**config.mk**
```make
export PLATFORM = sky130hd
export DESIGN_NAME = mem_access
export DESIGN_NICKNAME = d
export VERILOG_FILES = /design/src/rtl/mem_access.sv
export SDC_FILE = /design/constraint.sdc
export NUM_CORES = 1
export LEC_CHECK = 0
export CAP_MARGIN = 20
export CORE_ASPECT_RATIO = 0.5
export CORE_MARGIN = 10
export CORE_UTILIZATION = 40
export CTS_CLUSTER_SIZE = 28
export DETAILED_ROUTE_END_ITERATION = 10
export PLACE_DENSITY_LB_ADDON = 0.1
export SYNTH_ARGS = -nofsm -noshare
export SYNTH_HDL_FRONTEND = slang
export SYNTH_SLANG_ARGS = --single-unit
```
**constraint.sdc**
```tcl
create_clock -name clk_i -period 4.2 [get_ports clk_i]
set_input_delay 0.42 -clock clk_i [delete_from_list [all_inputs] [get_ports clk_i]]
set_output_delay 0.42 -clock clk_i [all_outputs]
set_load 0.01 [all_outputs]
```
**src/rtl/mem_access.sv**
```systemverilog
// Memory stage of the multi-cycle RV32 core: turns the execute result into a
// data-bus transaction, aligns store data to byte lanes, extends load data,
// and hands a registered result to writeback with a one-cycle valid pulse.
//
// Handshakes: upstream accepts when valid_i && ready_o (ready_o only in IDLE);
// the data bus holds dmem_req_o with stable address/we/be/wdata until
// dmem_gnt_i, then read data arrives with dmem_rvalid_i.

package mem_access_pkg;
    typedef enum logic [3:0] {
        MI_ADDI = 4'd0,
        MI_ADD  = 4'd1,
        MI_LB   = 4'd2,
        MI_LH   = 4'd3,
        MI_LW   = 4'd4,
        MI_LBU  = 4'd5,
        MI_LHU  = 4'd6,
        MI_SB   = 4'd7,
        MI_SH   = 4'd8,
        MI_SW   = 4'd9
    } control_t;
endpackage

module mem_access
    import mem_access_pkg::*;
#(
    parameter int unsigned TIMEOUT_CYCLES = 255
) (
    input  logic        clk_i,
    input  logic        rstn_i,
    input  logic        valid_i,
    output logic        ready_o,
    input  control_t    control_i,
    input  logic        mem_rd_i,
    input  logic        mem_wr_i,
    input  logic [2:0]  mem_size_i,
    input  logic [31:0] alu_i,
    input  logic [31:0] mem_data_i,
    input  logic [31:0] pc_plus4_i,
    input  logic [4:0]  addr_rd_i,
    output logic        dmem_req_o,
    output logic        dmem_we_o,
    output logic [31:0] dmem_addr_o,
    output logic [3:0]  dmem_be_o,
    output logic [31:0] dmem_wdata_o,
    input  logic        dmem_gnt_i,
    input  logic        dmem_rvalid_i,
    input  logic [31:0] dmem_rdata_i,
    output logic        valid_o,
    output control_t    control_o,
    output logic [4:0]  addr_rd_o,
    output logic [31:0] pc_plus4_o,
    output logic [31:0] alu_o,
    output logic [31:0] load_data_o,
    output logic        misalign_o,
    output logic        bus_err_o
);

    typedef enum logic [1:0] {IDLE, REQ, WAIT, DONE} state_t;

    localparam logic [7:0] CNT_LAST = 8'(TIMEOUT_CYCLES - 1);

    state_t      state_q, state_d;
    logic        accept, in_mem, in_load, in_misalign;
    logic [3:0]  in_be;
    logic [31:0] in_wdata;
    logic [31:0] shifted, extracted;

    control_t    ctrl_q;
    logic [4:0]  rd_q;
    logic [31:0] pc_q, alu_q, wdata_q, res_q;
    logic [2:0]  size_q;
    logic [3:0]  be_q;
    logic        load_q, we_q, err_q;
    logic [7:0]  cnt_q;

    assign ready_o      = (state_q == IDLE);
    assign dmem_req_o   = (state_q == REQ);
    assign dmem_we_o    = we_q;
    assign dmem_addr_o  = {alu_q[31:2], 2'b00};
    assign dmem_be_o    = be_q;
    assign dmem_wdata_o = wdata_q;

    // Decode the incoming instruction: op class, misalignment, lane placement.
    always_comb begin
        accept      = valid_i && ready_o;
        in_mem      = mem_rd_i || mem_wr_i;
        in_load     = mem_rd_i;
        in_misalign = in_mem &&
                      (((mem_size_i[1:0] == 2'b01) && alu_i[0]) ||
                       (mem_size_i[1] && (alu_i[1:0] != 2'b00)));
        in_be       = 4'b1111;
        in_wdata    = mem_data_i;
        case (mem_size_i[1:0])
            2'b00: begin
                in_be    = 4'b0001 << alu_i[1:0];
                in_wdata = {4{mem_data_i[7:0]}};
            end
            2'b01: begin
                in_be    = 4'b0011 << alu_i[1:0];
                in_wdata = {2{mem_data_i[15:0]}};
            end
            default: begin
                in_be    = 4'b1111;
                in_wdata = mem_data_i;
            end
        endcase
        if (in_load) begin
            in_be = 4'b1111;
        end
    end

    // Pick the addressed byte/half out of the read word and extend it.
    always_comb begin
        shifted = dmem_rdata_i >> {alu_q[1:0], 3'b000};
        case (size_q)
            3'b000:  extracted = {{24{shifted[7]}}, shifted[7:0]};
            3'b001:  extracted = {{16{shifted[15]}}, shifted[15:0]};
            3'b100:  extracted = {24'd0, shifted[7:0]};
            3'b101:  extracted = {16'd0, shifted[15:0]};
            default: extracted = shifted;
        endcase
    end

    // Next-state logic; only aligned memory ops go onto the bus.
    always_comb begin
        state_d = state_q;
        case (state_q)
            IDLE: if (accept && in_mem && !in_misalign) state_d = REQ;
            REQ:  if (dmem_gnt_i) state_d = load_q ? WAIT : DONE;
            WAIT: if (dmem_rvalid_i || (cnt_q == CNT_LAST)) state_d = DONE;
            DONE: state_d = IDLE;
            default: state_d = IDLE;
        endcase
    end

    // State register.
    always_ff @(posedge clk_i) begin
        if (!rstn_i) state_q <= IDLE;
        else         state_q <= state_d;
    end

    // Capture registers, timeout counter and writeback output registers.
    always_ff @(posedge clk_i) begin
        if (!rstn_i) begin
            ctrl_q      <= MI_ADDI;
            rd_q        <= '0;
            pc_q        <= '0;
            alu_q       <= '0;
            size_q      <= '0;
            be_q        <= '0;
            wdata_q     <= '0;
            load_q      <= 1'b0;
            we_q        <= 1'b0;
            res_q       <= '0;
            err_q       <= 1'b0;
            cnt_q       <= '0;
            valid_o     <= 1'b0;
            control_o   <= MI_ADDI;
            addr_rd_o   <= '0;
            pc_plus4_o  <= '0;
            alu_o       <= '0;
            load_data_o <= '0;
            misalign_o  <= 1'b0;
            bus_err_o   <= 1'b0;
        end else begin
            valid_o <= 1'b0;
            if (accept) begin
                ctrl_q  <= control_i;
                rd_q    <= addr_rd_i;
                pc_q    <= pc_plus4_i;
                alu_q   <= alu_i;
                size_q  <= mem_size_i;
                be_q    <= in_be;
                wdata_q <= in_wdata;
                load_q  <= in_load;
                we_q    <= mem_wr_i && !in_load;
                // Nothing to do on the bus: retire straight away.
                if (!in_mem || in_misalign) begin
                    valid_o     <= 1'b1;
                    control_o   <= control_i;
                    addr_rd_o   <= addr_rd_i;
                    pc_plus4_o  <= pc_plus4_i;
                    alu_o       <= alu_i;
                    load_data_o <= '0;
                    misalign_o  <= in_misalign;
                    bus_err_o   <= 1'b0;
                end
            end
            if ((state_q == REQ) && dmem_gnt_i) begin
                cnt_q <= '0;
            end
            if (state_q == WAIT) begin
                // rvalid takes priority over a timeout in the same cycle.
                if (dmem_rvalid_i) begin
                    res_q <= extracted;
                    err_q <= 1'b0;
                end else if (cnt_q == CNT_LAST) begin
                    res_q <= '0;
                    err_q <= 1'b1;
                end else begin
                    cnt_q <= cnt_q + 8'd1;
                end
            end
            if (state_q == DONE) begin
                valid_o     <= 1'b1;
                control_o   <= ctrl_q;
                addr_rd_o   <= rd_q;
                pc_plus4_o  <= pc_q;
                alu_o       <= alu_q;
                load_data_o <= load_q ? res_q : 32'd0;
                misalign_o  <= 1'b0;
                bus_err_o   <= load_q && err_q;
            end
        end
    end

endmodule

```
* Word-level counts from Yosys, hierarchy flattened
Cells that the tools add are included.
Word-level totals: word-level logic and storage cells 104, register bits after elaboration 265
Cells by class: reductions and logical operators 28, shift operators 3, bitwise gates (word level) 1, equal/unequal tests 11, multiplexer cells 39, add/sub/neg operators 1
Operators with widths (number):
- $mux W32 | 12
- $pmux W32 S4 | 1
- $pmux W32 S2 | 1
- $mux W8 | 4
- $shr A32 B5 Y32 | 1
- $mux W4 | 4
- $mux W5 | 3
- $logic_and A1 B1 Y1 | 9
- $mux W1 | 9
- $add A8 B1 Y8 const B | 1
- $eq A8 B8 Y1 const B | 1
- $pmux W2 S4 | 1
- $pmux W4 S2 | 1
- $reduce_bool A2 Y1 | 4
- $eq A3 B3 Y1 const B | 2
- $mux W2 | 3
- $reduce_and A2 Y1 | 3
- $eq A2 B1 Y1 const B | 2
- $eq A2 B2 Y1 const B | 2
- $logic_not A2 Y1 | 2
- $logic_or A1 B1 Y1 | 4
- $ne A2 B1 Y1 const B | 2
- $shl A1 B2 Y4 const A | 1
- $shl A2 B2 Y4 const A | 1
- 7 further kinds | 9

* Logic depth before layout (Yosys ltp)
Gate-level depths: netlist of the first run.
word-level depth 8, gate-level depth with buffers 9

* Least setup slack after synthesis of the first run
Ideal clock, no wire load.
kind register to register, from reg state_q[0], to reg res_q[31], required time 4.078 ns, clock period less this slack 1.934 ns, data arrival time 1.812 ns, library setup time 0.122 ns, path slack 2.266 ns, stages on the path, launching flop included 10, cells stage by stage dfxtp_1 > inv_1 > ha_1 > and2_1 > buf_2 > and4b_1 > buf_6 > nor2b_1 > buf_2 > a221o_1
On the way: cells in the longest elaborated chain, start to end 2
RTL lines:
- start, declared | RTL line 63 | state_t state_q, state_d;
- start signal, assigned | RTL line 140 | else state_q <= state_d;
- $eq A2 B2 Y1 | RTL line 193 | if (state_q == WAIT) begin
- $reduce_and A2 Y1 (no source line)
- end signal, assigned | RTL line 196 | res_q <= extracted;
- end, declared | RTL line 71 | logic [31:0] pc_q, alu_q, wdata_q, res_q;
No other way between the ends. A chain may end at the register's enable or synchronous reset.

* Final worst setup path of the first run
from reg state_q[0], to reg pc_q[11]
On the way: cells in the longest elaborated chain, start to end 2
RTL lines:
- $logic_not A2 Y1 | RTL line 77 | assign ready_o = (state_q == IDLE);
- $logic_and A1 B1 Y1 | RTL line 86 | accept = valid_i && ready_o;
- end signal, assigned | RTL line 171 | pc_q <= pc_plus4_i;
- end, declared | RTL line 71
No other way between the ends.

==> impl_results.md, run 1 <==
* Family with the most delay on the worst path: simple AND/OR/NAND/NOR gates
* Switching portion of total power at between 30% and 40%
* Startpoint Class: flop
* Critical path endpoint category: flop
* PD cells at between 500 and 600 mW/mm²
* Top FF cell, synth: dfxtp_1
* RSZ-0062 raised after global routing: no
* Synth cell types at 57
* Combinational Power Share at between 30% and 40%
* Yosys warnings at 0
* GRT Overall Usage at 19.0%
* Slew margin rel. at 30.4%
* Ys async rst share at 0%
* VDD IR max at 0.281 mV
* Slew @ Worst Pin at 1.04 ns
* EDFF count, synth at 0
* Clock power frac at 30.5%
* Gpl congestion at 0.786
* Psw at 2590 µW
* TritonCTS clock tree: done
* Reg area at 0.00531 mm²
* Wire per inst at between 15 and 20 µm
* DR DRC count at 0
* Post_cts resized at 0
* Pre-CTS setup slack at approximately 1.3 ns
* Crit path kind: flop to flop
* Die Width at 261 µm
* Share of cells above drive strength 1 at 10.9%
* Final max-slew violation count at 0
* First-pass GRT wire length at ~57 mm
* Antenna viol nets, final at 0
* Total CTS buffers at 26
* Row Count at between 40 and 50
* Mapped Cells at about 1.2k
* Starting Density at 40.3%
* CTS sink count at 265
* Largest net degree at the start of global routing at 107
* Postcts setup bufs at 0
* WP data arrival at between 2 and 3 ns
* Fmax at 0.403 GHz
* Clk slew on worst S/H paths at around 0.07 ns
* CP max stage delay at 0.83 ns
* Iteration-0 DRC Markers at 536
* Height of the die at 141 µm
* Via count normalized by instance count at about 5.3
* Initial antenna violation count at 2
* P_int at 5430 µW
* Worst Skew at a little over 0.008 ns
* Mapped Area at roughly 0.012 mm²
* GRT overflow at 0
* Area of the multi-input gates at 0.00553 mm²
* Detailed placement HPWL at 25.3 mm
* Most common cell after layout, fill and taps aside: clkdlybuf4s50_1
* Number of global-route vias before repair at 9941
* Worst-skew pair later-pin latency at about 0.53 ns
* Commonest non-fill, non-tap cells in the layout: 323 x clkdlybuf4s50_1, 265 x dfxtp_1, 210 x nand2_1, 119 x a21oi_1, 100 x mux2i_1
* Final period util at 59.1%
* Setup ws final at 1.72 ns
* Crit path max fanout at around 90
* Core ar. at 0.0288 mm²
* Mean Syn Cell Area at 9.36 µm²
* Area Growth Syn to Fin at 34.7%
* Critical Path RT at 4.66 ns
* WL final at 36.7 mm
* Via Count at 9941
* Slowest-stage cell, CP: and2_4
* Hold Path Class: input port to flop
* Outcome: finished, final reports clean
* Leak at 0.00541 µW
* CTS H-tree depth at 1
* PortBufs at 323
* # IOs at between 300 and 400
* Final min period at 2.48 ns
* Reg power frac at 38.6%
* Max-cap viol count at 0
* TNS Setup at 0 ns
* Design area at 0.0157 mm²
* Fillers at 2611
* Full die area at 0.0367 mm²
* 1st-pass router iterations at 5
* Setup-failing EPs final at 0
* Final hold vios at 0
* Layout net count at 1617
* Seq/Total Area, Yosys at 45.6%
* Cts hold-fix bufs at 0
* Synth Register Bits at 265
* Buf+Inv Stages, Crit Path at 2
* Clock root buffer: clkbuf_16
* CTS max path bufs at 3
* Placed Area at approximately 0.015 mm²
* CP Cell Sequence: inv_1 -> ha_1 -> and2_4 -> buf_4 -> nand2_1 -> a21oi_1
==> layout make-up <==
type	instances	share of cell area [%]
Multi-Input combinational cell	822	35.3
Sequential cell	265	33.8
Timing Repair Buffer	339	21.8
Clock buffer	34	4.67
Tap cell	391	3.12
Clock inverter	13	1.01
Inverter	10	0.287
Antenna cell	2	0.0319
==> power groups by stage <==
stage | logic [µW] | clock network, µW | registers, µW
after CTS | 2490 | 2500 | 3090
after global routing | 2690 | 2610 | 3140
after global placement | 2430 | 0 | 3140
final | 2480 | 2440 | 3090
after floorplan | 1390 | 0 | 3210
after detailed placement | 2480 | 0 | 3150
==> synthesized netlist by cell type, types with 8 or more instances <==
cell	n	area, µm²
nor2_1	26	97.6
clkbuf_1	61	229
buf_4	35	263
nand2_1	211	792
inv_1	9	33.8
a21oi_1	119	596
mux2i_1	100	1000
buf_6	9	101
a211oi_1	13	97.6
o211ai_1	22	165
o21ai_0	25	125
nor3_1	76	380
buf_2	33	165
a311oi_1	8	70.1
a211oi_2	70	876
nand3_1	19	95.1
mux2_2	16	180
a221o_1	16	160
a22o_1	32	280
dfxtp_1	265	5310
buf_1	8	30.0
==> registers in the layout (all words and copies together), names as in the netlist, 2 cells and up <==
register and count:
alu_o 32, size_q 3, pc_plus4_o 32, control_o 4, pc_q 32, alu_q 32, cnt_q 8, state_q 2
load_data_o 32, ctrl_q 4, addr_rd_o 5, dmem_be_o 4, dmem_wdata_o 32, rd_q 5, res_q 32
==> cell families (layout without fill, tap and decap cells) <==
logic type | count (synthesis) | count (layout) | share of synthesized area, %
AND/OR/NAND/NOR | 369 | 369 | 14.0
AO/OA/AOI/OAI | 326 | 326 | 22.0
flip-flops | 265 | 265 | 45.6
buffers and inverters | 157 | 396 | 7.23
multiplexers | 117 | 117 | 10.3
adder cells (fa/ha/maj) | 6 | 6 | 0.645
XOR/XNOR | 2 | 2 | 0.151
other | 1 | 4 | 0.0322
==> routing by layer <==
| layer | wire length (µm) | track usage (%) | part of all wire [%] | vias up |
|---|---|---|---|---|
| met3 | 1800 | 4.08 | 4.9 | 48 |
| li1 | - | - | - | 4875 |
| met2 | 19200 | 35.1 | 52 | 202 |
| met5 | 0 | 0 | 0 | - |
| met1 | 14700 | 21.4 | 40 | 4816 |
| met4 | 1010 | 5.63 | 2.8 | 0 |
==> per-stage QoR <==
| stage | utilization [%] | hold WS (ns) | power [µW] | cells |
|---|---|---|---|---|
| CTS | 54.2 | 0.414 | 8090 | 1873 |
| global placement | 51.2 | 0.441 | 5570 | 1826 |
| detailed placement | 51.2 | 0.446 | 5630 | 1826 |
| global route | 54.4 | 0.451 | 8440 | 1876 |
| floorplan | - | 0.436 | 4600 | 1244 |
| finish | 54.4 | 0.436 | 8020 | 1876 |
==> worst reg2reg max path, stage by stage (launching register included) <==
cell     delay (ns)
dfxtp_1        0.35
inv_1          0.13
ha_1           0.32
and2_4         0.83
buf_4          0.53
nand2_1        0.11
a21oi_1        0.13
==> worst paths after layout <==
kind / from / to / slack, ns / cells after the start
max: state_q[0] / pc_q[11] / 1.72 / 6
min: mem_size_i[2] / size_q[2] / 0.44 / 3
max reg2reg: state_q[0] / pc_q[11] / 1.72 / 6
min reg2reg: pc_q[25] / pc_q[25] / 0.45 / 2
(Power assumes the default switching activity.)
==> run 2, diff against run 1 <==
==> constraint.sdc (replaced) <==
create_clock -name clk_i -period 2.4 [get_ports clk_i]
set_input_delay 0.24 -clock clk_i [delete_from_list [all_inputs] [get_ports clk_i]]
set_output_delay 0.24 -clock clk_i [all_outputs]
set_load 0.01 [all_outputs]
==> impl_results.md, run 2 (synthesis gave the netlist of run 1 again) <==
* R2r startpoint: state_q[0]
* Most common cell after layout, fill and taps aside: clkdlybuf4s50_1
* Post-Route Utilization at 55.0%
* Final min period at 2.26 ns
* Slowest-stage cell, CP: clkdlybuf4s50_1
* Reg power frac at 38.6%
* CTS H-tree depth at 1
* Outcome: finished, final reports clean
* Full die area at 0.0367 mm²
* Clk slew on worst S/H paths at approximately 0.07 ns
* Post_cts resized at 0
* Iteration-0 DRC Markers at between 500 and 600
* Worst-skew pair later-pin latency at around 0.54 ns
* Psw at 4550 µW
* Share of cells above drive strength 1 at 12.0%
* Final Non-Filler Cells at 1896
* Detailed placement HPWL at 26.5 mm
* PortBufs at 323
* Clock root buffer: clkbuf_16
* Final period util at between 90% and 100%
* 1st-pass router iterations at 5
* First-pass GRT wire length at 57.7 mm
* Setup-failing EPs final at 0
* RSZ-0062 raised after global routing: no
* Worst Skew at between 0.01 and 0.015 ns
* Initial antenna violation count at 1
* Max-cap viol count at 0
* Crit path max fanout at 6
* Core ar. at 0.0288 mm²
* TNS Setup at 0 ns
* Critical Path RT at about 2.2 ns
* WP data arrival at 2.02 ns
* CTS max path bufs at 3
* Area Growth Syn to Fin at 36.4%
* Fmax at 0.442 GHz
* Fillers at 2601
* Switching portion of total power at 32.4%
* Wire per inst at 19.6 µm
* Hold Path Class: input port to flop
* Reg area at 0.00531 mm²
* Final max-slew violation count at 0
* Height of the die at approximately 140 µm
* Combinational Power Share at 32.0%
* Total CTS buffers at 25
* TritonCTS clock tree: done
* Final hold vios at 0
* Gpl congestion at 0.851
* Via count normalized by instance count at about 5.3
* Layout net count at 1638
* Number of global-route vias before repair at 9818
* Clock power frac at 29.4%
* Commonest non-fill, non-tap cells in the layout: 323 x clkdlybuf4s50_1, 265 x dfxtp_1, 210 x nand2_1, 119 x a21oi_1, 100 x mux2i_1
* WHS Endpoint: size_q[2]
* Row Count at 44
* Starting Density at 40.3%
* RR Endpoint: alu_o[7]
* Largest net degree at the start of global routing at 92
* PD cells at 884 mW/mm²
* Critical path endpoint category: output port
* Slew margin rel. at 51.0%
* GRT overflow at 0
* R2R Setup Slk at 0.28 ns
* Leak at 0.00552 µW
* Placed cells at 1849
* Hold path start: mem_size_i[2]
* Postcts setup bufs at 0
* GRT Overall Usage at about a fifth
* Antenna viol nets, final at 0
* VDD IR max at 0.576 mV
* Crit path kind: flop to output port
* Slew @ Worst Pin at between 0.7 and 0.8 ns
* CTS sink count at 265
* Reg2Reg Depth at 7
* Placed Area at 0.0150 mm²
* Startpoint Class: flop
* DR DRC count at 0
* Hold path cells at 3
* Cts hold-fix bufs at 0
* WL final at ~37 mm
* P_int at 9480 µW
* Area of the multi-input gates at 0.00553 mm²
* Die Width at around 260 µm
* Design area at 0.0159 mm²
* # IOs at around 330
* CP Cell Sequence: inv_1 -> ha_1 -> clkdlybuf4s50_1
* CP max stage delay at between 0.6 and 0.7 ns
* Via Count at ~10k
run 2: cell count changes in the layout (fill, tap and decap cells not counted), sizes merged:
cell      change
diode         -1
inv           -1
buf          +22
clkinvlp      -1
clkbuf        +1
run 2: worst max-delay path by stage:
stage	startpoint	endpoint	slack, ns	cells after the start
after floorplan	state_q[0]	res_q[31]	0.47	9
after global placement	mem_rd_i	alu_o[5]	0.32	6
after detailed placement	dmem_rvalid_i	res_q[25]	0.22	5
after CTS	state_q[0]	ready_o	0.14	3
after global routing	state_q[0]	ready_o	0.07	3
final	state_q[0]	ready_o	0.14	3
run 2: final cells by class:
cell class              count  share of cell area [%]
multi-input cells         822                    34.9
flip-flops and latches    265                    33.4
repair buffers            361                    23.0
clock buffers              35                    4.37
well taps                 391                    3.08
clock inverters            11                   0.899
inverters                  10                   0.284
diodes                      1                  0.0158
run 2: per-stage QoR:
step                      power (µW)  hold WS [ns]  setup slack (ns)
final                          14000         0.255             0.140
after global routing           14800         0.252            0.0746
after CTS                      14200         0.230             0.138
after detailed placement       10000         0.446             0.215
after global placement          9930         0.441             0.323
after floorplan                 8040         0.376             0.466
run 2: power groups by stage:
stage	Sequential, µW	Clock (µW)	Combinational, µW
2_1_floorplan	5610	0	2430
3_3_place_gp	5490	0	4440
3_5_place_dp	5510	0	4530
4_1_cts	5420	4240	4550
5_1_grt	5500	4400	4850
6_report	5420	4120	4490
run 2: layer usage:
metal | global-route usage (%) | vias to the layer above | part of all wire, %
li1 | - | 4903 | -
met1 | 22.7 | 4787 | 40
met2 | 35.2 | 232 | 52
met3 | 4.24 | 51 | 5.4
met4 | 5.08 | 0 | 2.6
met5 | 0 | - | 0
run 2: worst max-delay path: cells and delay by family (launching register included):
kind,cells,cell delay (ns)
flip-flops,1,0.35
buffers and inverters,2,0.77
adder cells (fa/ha/maj),1,0.37
